<file path="src/rtl/doc_pkg.sv">
// Shared definitions for the document messenger and loader: frame markers, page geometry,
// loader state encoding and the ASCII-to-internal character conversion.
package doc_pkg;

    localparam logic [7:0] SIGACK     = 8'hCC;
    localparam logic [7:0] SIGEOF     = 8'hDD;
    localparam logic [7:0] ASCII_BIAS = 8'h20;
    localparam int         ROWS       = 15;
    localparam int         COLS       = 20;

    typedef enum logic [2:0] {
        S_IDLE,
        S_WAIT_ACK,
        S_RECV,
        S_FILL,
        S_DONE,
        S_ERR
    } doc_state_e;

    // Printable ASCII maps onto the biased internal code; everything else becomes a space.
    function automatic logic [7:0] to_internal(input logic [7:0] b);
        if (b >= ASCII_BIAS && b <= 8'h7E) begin
            return b - ASCII_BIAS;
        end
        return 8'h00;
    endfunction

endpackage

</file>
<file path="src/rtl/uart_rx_mid.sv">
// Mid-bit sampling UART receiver (8N1, LSB first) with a 2-FF input synchronizer.
// With UART_DOC_LOADER_TIMEOUT_EN defined it also exports rx_busy (mid-byte indicator).
module uart_rx_mid #(
    parameter int BAUD_DIV = 434
) (
    input  logic       clk,
    input  logic       reset,
    input  logic       rx_in,
    output logic       rx_valid,
    output logic [7:0] rx_data,
    output logic       rx_ferr
`ifdef UART_DOC_LOADER_TIMEOUT_EN
    ,
    output logic       rx_busy
`endif
);

    localparam int HALF = BAUD_DIV / 2;
    localparam int CW   = $clog2(BAUD_DIV);

    logic          sync1_q, sync2_q, prev_q;
    logic          active_q;
    logic [3:0]    phase_q;
    logic [CW-1:0] cnt_q;
    logic [7:0]    shift_q;
    logic          valid_q, ferr_q;

    // phase 0 = start-bit recheck, 1..8 = data bits, 9 = stop bit.
    always_ff @(posedge clk or posedge reset) begin
        if (reset) begin
            sync1_q  <= 1'b1;
            sync2_q  <= 1'b1;
            prev_q   <= 1'b1;
            active_q <= 1'b0;
            phase_q  <= 4'd0;
            cnt_q    <= '0;
            shift_q  <= 8'h00;
            valid_q  <= 1'b0;
            ferr_q   <= 1'b0;
        end else begin
            sync1_q <= rx_in;
            sync2_q <= sync1_q;
            prev_q  <= sync2_q;
            valid_q <= 1'b0;
            ferr_q  <= 1'b0;
            if (!active_q) begin
                if (prev_q && !sync2_q) begin
                    active_q <= 1'b1;
                    phase_q  <= 4'd0;
                    cnt_q    <= CW'(HALF - 1);
                end
            end else if (cnt_q != '0) begin
                cnt_q <= cnt_q - 1'b1;
            end else begin
                cnt_q   <= CW'(BAUD_DIV - 1);
                phase_q <= phase_q + 4'd1;
                if (phase_q == 4'd0) begin
                    if (sync2_q) begin
                        active_q <= 1'b0;
                    end
                end else if (phase_q <= 4'd8) begin
                    shift_q <= {sync2_q, shift_q[7:1]};
                end else begin
                    active_q <= 1'b0;
                    valid_q  <= sync2_q;
                    ferr_q   <= !sync2_q;
                end
            end
        end
    end

    assign rx_valid = valid_q;
    assign rx_data  = shift_q;
    assign rx_ferr  = ferr_q;
`ifdef UART_DOC_LOADER_TIMEOUT_EN
    assign rx_busy  = active_q;
`endif

endmodule

</file>
<file path="src/rtl/uart_doc_loader.sv">
// Receives a 0xCC ... 0xDD framed document over UART and writes it into document memory.
// Optional idle-line timeout is compiled in with UART_DOC_LOADER_TIMEOUT_EN.
module uart_doc_loader
    import doc_pkg::*;
#(
    parameter int BAUD_DIV = 434
`ifdef UART_DOC_LOADER_TIMEOUT_EN
    ,
    parameter int TIMEOUT_CYCLES = 2_000_000
`endif
) (
    input  logic       clk,
    input  logic       reset,
    input  logic       RsRx,
    input  logic       load,
    output logic       write_en,
    output logic [9:0] write_addr,
    output logic [7:0] write_data,
    output logic       busy,
    output logic       done,
    output logic       error
);

    doc_state_e state_q, state_d;
    logic [3:0] row_q, row_d;
    logic [4:0] col_q, col_d;
    logic       full_q, full_d;
    logic       error_q, error_d;
    logic       wen_q, wen_d;
    logic [9:0] waddr_q, waddr_d;
    logic [7:0] wdata_q, wdata_d;
    logic       do_write;
    logic [7:0] wr_byte;
    logic       at_last;
    logic       rx_valid, rx_ferr;
    logic [7:0] rx_data;

`ifdef UART_DOC_LOADER_TIMEOUT_EN
    localparam int TW = $clog2(TIMEOUT_CYCLES + 1);
    logic [TW-1:0] tmo_q, tmo_d;
    logic          rx_busy;
    logic          waiting;
    logic          timeout_hit;
`endif

    uart_rx_mid #(.BAUD_DIV(BAUD_DIV)) u_rx (
        .clk      (clk),
        .reset    (reset),
        .rx_in    (RsRx),
        .rx_valid (rx_valid),
        .rx_data  (rx_data),
        .rx_ferr  (rx_ferr)
`ifdef UART_DOC_LOADER_TIMEOUT_EN
        ,
        .rx_busy  (rx_busy)
`endif
    );

    assign at_last = (row_q == 4'(ROWS - 1)) && (col_q == 5'(COLS - 1));

`ifdef UART_DOC_LOADER_TIMEOUT_EN
    // Counter holds while a byte is in flight so a slow byte never looks like a dead line.
    assign waiting     = (state_q == S_WAIT_ACK) || (state_q == S_RECV);
    assign timeout_hit = waiting && !rx_valid && !rx_ferr && (tmo_q == TW'(TIMEOUT_CYCLES));

    always_comb begin
        tmo_d = tmo_q;
        if ((state_q == S_IDLE && load) || rx_valid || rx_ferr) begin
            tmo_d = '0;
        end else if (waiting && !rx_busy && tmo_q != TW'(TIMEOUT_CYCLES)) begin
            tmo_d = tmo_q + 1'b1;
        end
    end

    always_ff @(posedge clk or posedge reset) begin
        if (reset) begin
            tmo_q <= '0;
        end else begin
            tmo_q <= tmo_d;
        end
    end
`endif

    always_comb begin
        state_d  = state_q;
        row_d    = row_q;
        col_d    = col_q;
        full_d   = full_q;
        error_d  = error_q;
        wen_d    = 1'b0;
        waddr_d  = waddr_q;
        wdata_d  = wdata_q;
        do_write = 1'b0;
        wr_byte  = 8'h00;

        case (state_q)
            S_IDLE: begin
                if (load) begin
                    row_d   = 4'd0;
                    col_d   = 5'd0;
                    full_d  = 1'b0;
                    error_d = 1'b0;
                    state_d = S_WAIT_ACK;
                end
            end
            S_WAIT_ACK: begin
                if (rx_valid && rx_data == SIGACK) begin
                    state_d = S_RECV;
                end
            end
            S_RECV: begin
                if (rx_ferr) begin
                    state_d = S_ERR;
                end else if (rx_valid) begin
                    if (rx_data == SIGEOF) begin
                        state_d = full_q ? S_DONE : S_FILL;
                    end else if (rx_data == SIGACK) begin
                        row_d  = 4'd0;
                        col_d  = 5'd0;
                        full_d = 1'b0;
                    end else if (full_q) begin
                        state_d = S_ERR;
                    end else begin
                        do_write = 1'b1;
                        wr_byte  = to_internal(rx_data);
                    end
                end
            end
            S_FILL: begin
                do_write = 1'b1;
                if (at_last) begin
                    state_d = S_DONE;
                end
            end
            default: state_d = S_IDLE;
        endcase

        // Cursor saturates on the last cell; the full flag marks that it was written.
        if (do_write) begin
            wen_d   = 1'b1;
            waddr_d = {1'b0, row_q, col_q};
            wdata_d = wr_byte;
            if (at_last) begin
                full_d = 1'b1;
            end else if (col_q == 5'(COLS - 1)) begin
                col_d = 5'd0;
                row_d = row_q + 4'd1;
            end else begin
                col_d = col_q + 5'd1;
            end
        end

`ifdef UART_DOC_LOADER_TIMEOUT_EN
        if (timeout_hit) begin
            state_d = S_ERR;
        end
`endif
        if (state_d == S_ERR) begin
            error_d = 1'b1;
        end
    end

    always_ff @(posedge clk or posedge reset) begin
        if (reset) begin
            state_q <= S_IDLE;
            row_q   <= 4'd0;
            col_q   <= 5'd0;
            full_q  <= 1'b0;
            error_q <= 1'b0;
            wen_q   <= 1'b0;
            waddr_q <= 10'd0;
            wdata_q <= 8'h00;
        end else begin
            state_q <= state_d;
            row_q   <= row_d;
            col_q   <= col_d;
            full_q  <= full_d;
            error_q <= error_d;
            wen_q   <= wen_d;
            waddr_q <= waddr_d;
            wdata_q <= wdata_d;
        end
    end

    assign write_en   = wen_q;
    assign write_addr = waddr_q;
    assign write_data = wdata_q;
    assign busy       = (state_q != S_IDLE);
    assign done       = (state_q == S_DONE);
    assign error      = error_q;

endmodule
</file>
<file path="config.mk">
export PLATFORM = sky130hd
export DESIGN_NAME = uart_doc_loader
export DESIGN_NICKNAME = d
export VERILOG_FILES = /design/src/rtl/doc_pkg.sv /design/src/rtl/uart_rx_mid.sv /design/src/rtl/uart_doc_loader.sv
export SDC_FILE = /design/constraint.sdc
export NUM_CORES = 1
export LEC_CHECK = 0
export CAP_MARGIN = 20
export CORE_MARGIN = 10
export CORE_UTILIZATION = 60
export CTS_CLUSTER_SIZE = 14
export DETAILED_ROUTE_END_ITERATION = 12
export PLACE_DENSITY = 0.83
export SLEW_MARGIN = 0
export SYNTH_ARGS = -nofsm -noshare
export SYNTH_HDL_FRONTEND = slang
export SYNTH_SLANG_ARGS = --single-unit
</file>
<file path="constraint.sdc">
create_clock -name clk -period 6.1 [get_ports clk]
set_clock_uncertainty 0.1 [all_clocks]
set_input_delay 0.61 -clock clk [delete_from_list [all_inputs] [get_ports clk]]
set_output_delay 0.61 -clock clk [all_outputs]
set_load 0.01 [all_outputs]
</file>
==> impl_metrics.ini <==
[logic_synthesis]
synth-seq-cells = 59
synthCells = 263
synth_seq_area_share_pct = 52.5
synth_most_common_cell = dfrtp_1
ys_async_sr_fraction_pct = 100
synth_top_cells_by_count = dfrtp_1 (56), nand2_1 (31), inv_1 (17)
synth_top_area_cell = dfrtp_1
netlist_area_um2 = 2820
synthesis.yosys.warnings = 0
mappedNetlistNets = 275
mean_syn_cell_area_um2 = 10.7
synth_area_leaders = dfrtp_1 (50%), nand2_1 (4.1%), ha_1 (3.6%), a22o_1 (3.1%), dfstp_2 (2.8%)
synth_edf_count = 0
synth_largest_type_area_fraction_pct = 49.7
synth.lib_cells_used.distinct = 55
most_common_flop_cell_mapped_by_yosys = dfrtp_1

[setup_path]
worst_r2r_startpoint = u_rx.rx_data[1]
worstPathCellList = nor3_1 -> inv_1 -> clkdlybuf4s50_1
slowest_delay_ns = 0.50
startpoint_type = flip-flop
critical-path-slowest-cell = clkdlybuf4s50_1
timing.setup.critical_path_class = reg -> out
timing.rr.end = col_q[0]
reg2reg_depth = 7
reg2reg_setup_slack_ns = 3.74
startpoint_of_the_most_critical_setup_path = state_q[0]
timing.critical_path.arrival_ns = 1.74
critical_path_required_ns = 5.39
critical_path.endpoint_type = primary output
cp_max_fo = 10

[timing]
report.final.slew_viol_count = 0
slew-limit-headroom_pct = 45.1
clock.fmax_mhz = 409
fin_worst_hold_slack_ns = 0.256
setup_viol = 0
final-hold-violation-count = 0
min_period_ns = 2.45
tightestPinTransition_ns = 0.823
final.period_utilization_pct = 40.1
setup_total_negative_slack_ns = 0
grt_setup_unrepaired = no

[drt]
met1Wirelength_um = 2600
route.detailed.drc = 0
routed_wl_um = 5710
detail_route.iter0.violations = 138
vias_per_cell = 5.98
vias = 2080
routedWlPerCell_um = 16.4
dr_wl_met3_um = 184
ant_nets = 0
highest-signal-layer = met4
detailroute.wirelength.met2_um = 2870
drt_pre_antenna_iters = 6

[cts]
cts_htree_levels = 3
cts.repair.resized = 0
cts_made_buffers = 9
clk_latency_ns = 0.33
clock_tree.buffer_depth = 2
cts-root-buf = clkbuf_8
path_clk_slew_ns = 0.06
postCtsSetupRepairBufs = 0
cts_tree = built
postCtsHoldBufs = 0
tritoncts_num_sinks = 59

[hold_path]
hold_end = u_rx.sync2_q
hold_depth = 0
hold_path.startpoint = u_rx.sync1_q
hp-class = reg -> reg

[finish]
final_area_um2 = 3280
antenna_cells_inserted = 0
area_delta_synth_final_pct = 16.3
fin_util_pct = 73.8
layout-drive-gt1-share_pct = 12.5
finalNetCount = 303

[run_status]
run_status = finished clean

[floorplanning]
die-area_um2 = 7840
chipWidth_um = 88.5
core_area_um2 = 4440
die_h_um = 88.5
start_util_pct = 63.4
rows = 24
top_level_ports = 26

[grt]
grt_first_pass_wirelength_um = 9670
number_of_global_route_vias_before_repair = 2028
globalRouteOverflowTotal = 0
grt_start_max_net_pins = 60
antenna_found_initial = 0
groute.usage.overall_pct = 15.8

[run]
drv.max_cap_violation_count = 0

[placed_design]
hpwl_um = 3910
place.gp.congestion = 0.871
port-buffer-count = 24
postPlaceCellArea_um2 = 3090

[power_and_ir_drop]
power_leakage_uw = 0.00151
p_per_area_nw_per_um2 = 272
worst_ir_drop_vdd_mv = 0.175
p_total_uw = 891
[worst max-delay path by stage]
stage                     slack, ns  endpoint
after global routing           3.49  col_q[4]
after floorplan                3.94  col_q[0]
final                          3.65      busy
after detailed placement       3.29  col_q[0]
after global placement         3.40  col_q[0]
after CTS                      3.28  col_q[0]
[final cells by class]
class	count	area, um^2
flip-flops and latches	59	1480
repair buffers	26	263
clock buffers	14	163
well taps	52	65.1
inverters	17	63.8
multi-input cells	178	1230
clock inverters	2	10.0
fillers	333	1170
[sequential cells by signal, indices dropped and copies added (netlist names), 3 cells and up]
signal	count
write_addr	9
u_rx.rx_data	8
col_q	5
u_rx.cnt_q	9
row_q	4
state_q	3
write_data	8
u_rx.phase_q	4
[report_power, final]
group / switching [uW] / internal [uW] / total, uW
Sequential: 46.1 / 424 / 470
Clock: 146 / 169 / 315
Combinational: 54.3 / 51.0 / 105
[cell families (layout without fill, tap and decap cells)]
kind of cell,after synthesis,after routing,synth area share (%)
fa+ha+maj,8,8,3.55
other cells,1,1,0.133
xor+xnor,6,6,1.86
mux,10,10,3.86
buf+inv,26,59,3.73
compound gates,66,66,16.5
simple gates,87,87,17.9
flops,59,59,52.5
[critical path, delay by kind of cell, from the launching register on]
family / cells / cell delay (ns)
flip-flops: 1 / 0.48
AND/OR/NAND/NOR: 1 / 0.33
buffers and inverters: 2 / 0.60
[layout by cell type, fill, tap and decap left out, types with 4 or more instances in the layout]
| master | synthesis | routed |
|---|---|---|
| nor3_1 | 5 | 5 |
| nand4_1 | 5 | 5 |
| nand3_1 | 4 | 4 |
| ha_1 | 8 | 8 |
| mux2_2 | 7 | 7 |
| clkbuf_8 | 0 | 11 |
| nand2b_1 | 6 | 6 |
| nor2_1 | 10 | 10 |
| clkdlybuf4s50_1 | 0 | 24 |
| a22o_1 | 10 | 10 |
| inv_1 | 17 | 16 |
| nor2b_1 | 5 | 5 |
| o21ai_0 | 15 | 15 |
| nand2_1 | 31 | 31 |
| a31oi_1 | 4 | 4 |
| a21oi_1 | 9 | 9 |
| xnor2_1 | 4 | 4 |
| dfrtp_1 | 56 | 56 |
| nor3b_1 | 6 | 6 |
[routing by layer]
metal	global-route usage [%]	vias up
met1	19.0	1044
met2	25.7	30
met4	6.46	0
met3	4.87	9
li1	-	997
met5	0	-
[through the flow]
step	instances	worst slack, ns
global placement	331	3.40
global route	348	3.49
CTS	347	3.28
detailed placement	331	3.29
floorplan	263	3.94
finish	348	3.65
Power figures use the tool's default switching activity.
